[config.mk]
export PLATFORM = sky130hd
export DESIGN_NAME = dm_port_arbiter
export DESIGN_NICKNAME = d
export VERILOG_FILES = /design/src/rtl/dm_port_arbiter.sv
export SDC_FILE = /design/constraint.sdc
export NUM_CORES = 1
export LEC_CHECK = 0
export BUFFER_PORTS_ARGS = -buffer_cell sky130_fd_sc_hd__buf_2
export CAP_MARGIN = 20
export CORE_AREA = 2 2 115 117
export CTS_CLUSTER_SIZE = 16
export DETAILED_ROUTE_END_ITERATION = 8
export DIE_AREA = 0 0 117 119
export PLACE_DENSITY_LB_ADDON = 0.3
export SLEW_MARGIN = 20
export SYNTH_ARGS = -nofsm -noshare
export SYNTH_HDL_FRONTEND = slang
export SYNTH_SLANG_ARGS = --single-unit
[constraint.sdc]
create_clock -name clk_i -period 5.5 [get_ports clk_i]
set_input_delay 0.825 -clock clk_i [delete_from_list [all_inputs] [get_ports clk_i]]
set_output_delay 0.825 -clock clk_i [all_outputs]
set_load 0.03 [all_outputs]
[src/rtl/dm_port_arbiter.sv]
// Shares the single-port data memory between the CPU MEM stage and a debug/loader port.
// CPU path is combinational (0 cycles); debug is served in idle cycles or preempts the CPU after STARVE_MAX waits.
module dm_port_arbiter #(
  parameter int ADDR_W     = 32,
  parameter int DATA_W     = 32,
  parameter int MEM_BYTES  = 128,
  parameter int STARVE_MAX = 4
) (
  input  logic              clk_i,
  input  logic              rst_i,
  input  logic              cpu_re_i,
  input  logic              cpu_we_i,
  input  logic [ADDR_W-1:0] cpu_addr_i,
  input  logic [DATA_W-1:0] cpu_wdata_i,
  output logic [DATA_W-1:0] cpu_rdata_o,
  output logic              cpu_stall_o,
  input  logic              dbg_req_i,
  input  logic              dbg_we_i,
  input  logic [ADDR_W-1:0] dbg_addr_i,
  input  logic [DATA_W-1:0] dbg_wdata_i,
  output logic              dbg_ack_o,
  output logic [DATA_W-1:0] dbg_rdata_o,
  output logic              dbg_err_o,
  output logic [ADDR_W-1:0] mem_addr_o,
  output logic [DATA_W-1:0] mem_wdata_o,
  output logic              mem_re_o,
  output logic              mem_we_o,
  input  logic [DATA_W-1:0] mem_rdata_i
);

  localparam logic [ADDR_W-1:0] MAX_ADDR   = ADDR_W'(MEM_BYTES - 4);
  localparam logic [3:0]        STARVE_LIM = 4'(STARVE_MAX);

  typedef enum logic {S_IDLE, S_ACK} state_e;

  state_e            state_q, state_d;
  logic [3:0]        starve_q, starve_d;
  logic              ack_q, ack_d;
  logic              err_q, err_d;
  logic [DATA_W-1:0] rdata_q, rdata_d;

  logic cpu_act, cpu_legal, dbg_legal, dbg_elig, dbg_gnt, cpu_gnt;

  assign cpu_act   = cpu_re_i | cpu_we_i;
  assign cpu_legal = (cpu_addr_i[1:0] == 2'b00) && (cpu_addr_i <= MAX_ADDR);
  assign dbg_legal = (dbg_addr_i[1:0] == 2'b00) && (dbg_addr_i <= MAX_ADDR);
  assign dbg_elig  = dbg_req_i && (state_q == S_IDLE);
  assign dbg_gnt   = dbg_elig && (!cpu_act || (starve_q == STARVE_LIM));
  assign cpu_gnt   = cpu_act && !dbg_gnt;

  always_comb begin
    state_d     = state_q;
    starve_d    = starve_q;
    ack_d       = 1'b0;
    err_d       = err_q;
    rdata_d     = rdata_q;
    mem_addr_o  = '0;
    mem_wdata_o = '0;
    mem_re_o    = 1'b0;
    mem_we_o    = 1'b0;
    cpu_rdata_o = '0;
    cpu_stall_o = 1'b0;

    case (state_q)
      S_IDLE:  if (dbg_gnt) state_d = S_ACK;
      S_ACK:   state_d = S_IDLE;
      default: state_d = S_IDLE;
    endcase

    if (dbg_gnt) begin
      starve_d    = '0;
      cpu_stall_o = cpu_act;
      mem_addr_o  = dbg_addr_i;
      mem_wdata_o = dbg_wdata_i;
      mem_we_o    = dbg_legal && dbg_we_i;
      mem_re_o    = dbg_legal && !dbg_we_i;
      ack_d       = 1'b1;
      err_d       = !dbg_legal;
      rdata_d     = (dbg_legal && !dbg_we_i) ? mem_rdata_i : '0;
    end else begin
      if (dbg_elig && (starve_q != STARVE_LIM)) starve_d = starve_q + 4'd1;
      if (cpu_gnt) begin
        mem_addr_o  = cpu_addr_i;
        mem_wdata_o = cpu_wdata_i;
        // A simultaneous read+write request is executed as a write only.
        mem_we_o    = cpu_legal && cpu_we_i;
        mem_re_o    = cpu_legal && cpu_re_i && !cpu_we_i;
        cpu_rdata_o = cpu_legal ? mem_rdata_i : '0;
      end
    end
  end

  always_ff @(posedge clk_i or negedge rst_i) begin
    if (!rst_i) begin
      state_q  <= S_IDLE;
      starve_q <= '0;
      ack_q    <= 1'b0;
      err_q    <= 1'b0;
      rdata_q  <= '0;
    end else begin
      state_q  <= state_d;
      starve_q <= starve_d;
      ack_q    <= ack_d;
      err_q    <= err_d;
      rdata_q  <= rdata_d;
    end
  end

  assign dbg_ack_o   = ack_q;
  assign dbg_err_o   = err_q;
  assign dbg_rdata_o = rdata_q;

endmodule

==> reports/results.ini <==
[layout]
layout.nets = 701
n_fill_cell = 1373
antenna_cells = 0
areaGrowthSynthToFinish_pct = 73.12
drive_above_1_share_pct = 60.11

[critical_path]
r2r_cells = 7
worst_path_max_delay_cell = nor2_4
max_stage_delay_ns = 0.48
r2r_slack_ns = 3.16
crit_fanout = 41
worstPathCellList = inv_1, ha_1, and3b_1, o21ai_4, inv_2, nor2_4, buf_4, a22o_1, buf_2
crit_arrival_ns = 2.94
required_ns = 4.68
cp-end-kind = output pin
critPathKind = flip-flop to output pin
critPathLaunchType = flip-flop

[logic_synthesis]
synth_fp_nets = 414
synth_top_cell_by_area = dfrtp_1
synth_most_common_cell = a22o_1
muxShareOfSynthArea_pct = 0.4505
synth_edf_count = 0
syn-cell-area_um2 = 2500
synth-main-ff-cell = dfrtp_1
yosys.area_share.simple_pct = 18.32
synth_common_cells = a22o_1, dfrtp_1, and2_1, buf_2, nor4_1
synth-seq-cells = 39
synthDistinctLibCells = 30
ys_top_cells_by_area = dfrtp_1, a22o_1, and2_1
yosysSeqAreaShare_pct = 39.04
synth_top_family_by_area = compound AO/OA/AOI/OAI gates
async_flop_share_pct = 100.0
synth_cells = 246
synth-xor-area-share_pct = 0
synth_top_area_share_pct = 39.04
synth_fa_ha_area_share_pct = 1.001
yosysWarnings = 0
synth_area_per_cell_um2 = 10.16
synth-compound-area-share_pct = 35.94

[global_route]
grt_pass1_wl_mm = 16.71
grt_max_degree = 43
antenna_found_initial = 0
grt_pass1_vias = 3272
grt_usage_pct = 15.37
overflow = 0

[flow_run]
drv_cap = 0

[sta]
slew_headroom_pct = 42.88
rsz0062_at_grt = no
hold_viol = 0
finalSetupViolCount = 0
finalClockSkew_ns = 0.006972
fin_crit_sh_pct = 68.45
setup_tns_ns = 0
fin_crit_ns = 3.765
fmax_mhz = 265.6
hold_ws_ns = 0.5000
final_max_slew_viol_count = 0
worst_pin_slew_ns = 0.8568

[clock_network]
numCtsBuffers = 5
cts-root-buf = clkbuf_16
cts_tree = yes
cts_sinks = 39
clockBufferDepth = 2
clock_latency_ns = 0.28
ctsHoldBuffers = 0
postCtsSetupBuffers = 0
post_cts_resized = 0
clkTransAtPathRegs_ns = 0.06
htreeDepth = 2

[pwr]
power_frac_clock_pct = 29.0
p_per_area_nw_per_um2 = 270.4
combPwrFrac_pct = 44.3
intPower_uw = 701.0
switchingPower_uw = 469.3
swShare_pct = 40.10
pwr-share-seq_pct = 26.7
p_leak_uw = 0.002576
peakVddDrop_mv = 0.1209

[hold_path]
hp-class = flip-flop to flip-flop
hold_path_depth = 1

[routing]
drc_errors = 0
wl_per_cell_um = 16.44
dr.pass1.iters = 4
ant_nets = 0
vias_per_cell = 4.718
drt_iter0_drc = 179
dr_total_vias = 3350
routed_wl_mm = 11.67

[floorplan]
core-area_um2 = 12870
dieArea_um2 = 13920
num_rows = 42
die_w_um = 117
fp.dieH_um = 119
io_pins = 299
start_util_pct = 19.42

[place]
numPortBuffers = 298
place.gp.congestion = 0.8193
hpwl_mm = 9.456

[outcome]
status = completed

sequential cells by signal, summed over array words and instances (netlist names):
register,flops
dbg_rdata_o,32
state_q,1
dbg_err_o,1
dbg_ack_o,1
starve_q,4
logic make-up (layout without fill, tap and decap cells):
family / count (synthesis) / in the layout
buffers and inverters: 27 / 315
AOI/OAI and AO/OA: 105 / 105
DFF: 39 / 39
and+or+nand+nor: 72 / 72
adders and majority gates: 2 / 2
muxes: 1 / 1
routing by layer:
metal  wire [µm]  GRT usage (%)  vias up
met5           0              0        -
met4         214          4.779        0
met3        1164          3.308       15
met2        5455          25.90      217
met1        4838          19.44     1574
li1            -              -     1544
critical path: cells and delay by family (launching register included):
kind	cells	cell delay (ns)
fa+ha+maj	1	0.20
buf+inv	4	0.96
compound gates	2	0.36
simple gates	2	0.70
flops	1	0.41
path summary, 6_finish.rpt:
path | start | endpoint
min in group asynchronous | rst_i | dbg_rdata_o[10]
worst min register to register | dbg_rdata_o[9] | dbg_rdata_o[9]
worst max register to register | starve_q[0] | dbg_err_o
worst max-delay path | starve_q[0] | mem_wdata_o[31]
max in group asynchronous | rst_i | dbg_rdata_o[6]
worst min-delay path | dbg_rdata_o[9] | dbg_rdata_o[9]
placed cells by master (no fill, tap or decap), types with 4 or more instances in the layout:
cell type,count
buf_2,298
o21ai_0,4
nand4_1,4
nand3_1,4
clkbuf_16,5
dfrtp_1,39
a22o_1,96
nor4_1,12
and2_1,32
buf_4,5
cell type report:
class	count	area [µm²]	area share [%]
inverters	4	15.01	0.3469
clock inverters	2	35.03	0.8095
multi-input cells	180	1414	32.67
clock buffers	6	138.9	3.209
flip-flops and latches	39	975.9	22.55
well taps	176	220.2	5.088
repair buffers	303	1529	35.33
per-stage QoR:
stage / total power [µW] / cells / worst slack [ns] / utilization [%] / area, µm²
after CTS: 1184 / 710 / 1.709 / 33.62 / 4328
after global routing: 1229 / 710 / 1.491 / 33.62 / 4328
after detailed placement: 836.4 / 702 / 1.813 / 32.26 / 4154
after global placement: 830.3 / 702 / 1.877 / 32.26 / 4154
final: 1170 / 710 / 1.735 / 33.62 / 4328
after floorplan: 647.2 / 246 / 2.295 / - / 2500
power groups by stage:
stage / Combinational [µW] / Clock [µW] / Sequential, µW
2_1_floorplan: 330 / 0 / 317
6_report: 518 / 339 / 313
4_1_cts: 522 / 349 / 312
3_5_place_dp: 519 / 0 / 317
5_1_grt: 553 / 361 / 315
3_3_place_gp: 514 / 0 / 316
(Power assumes the default switching activity.)
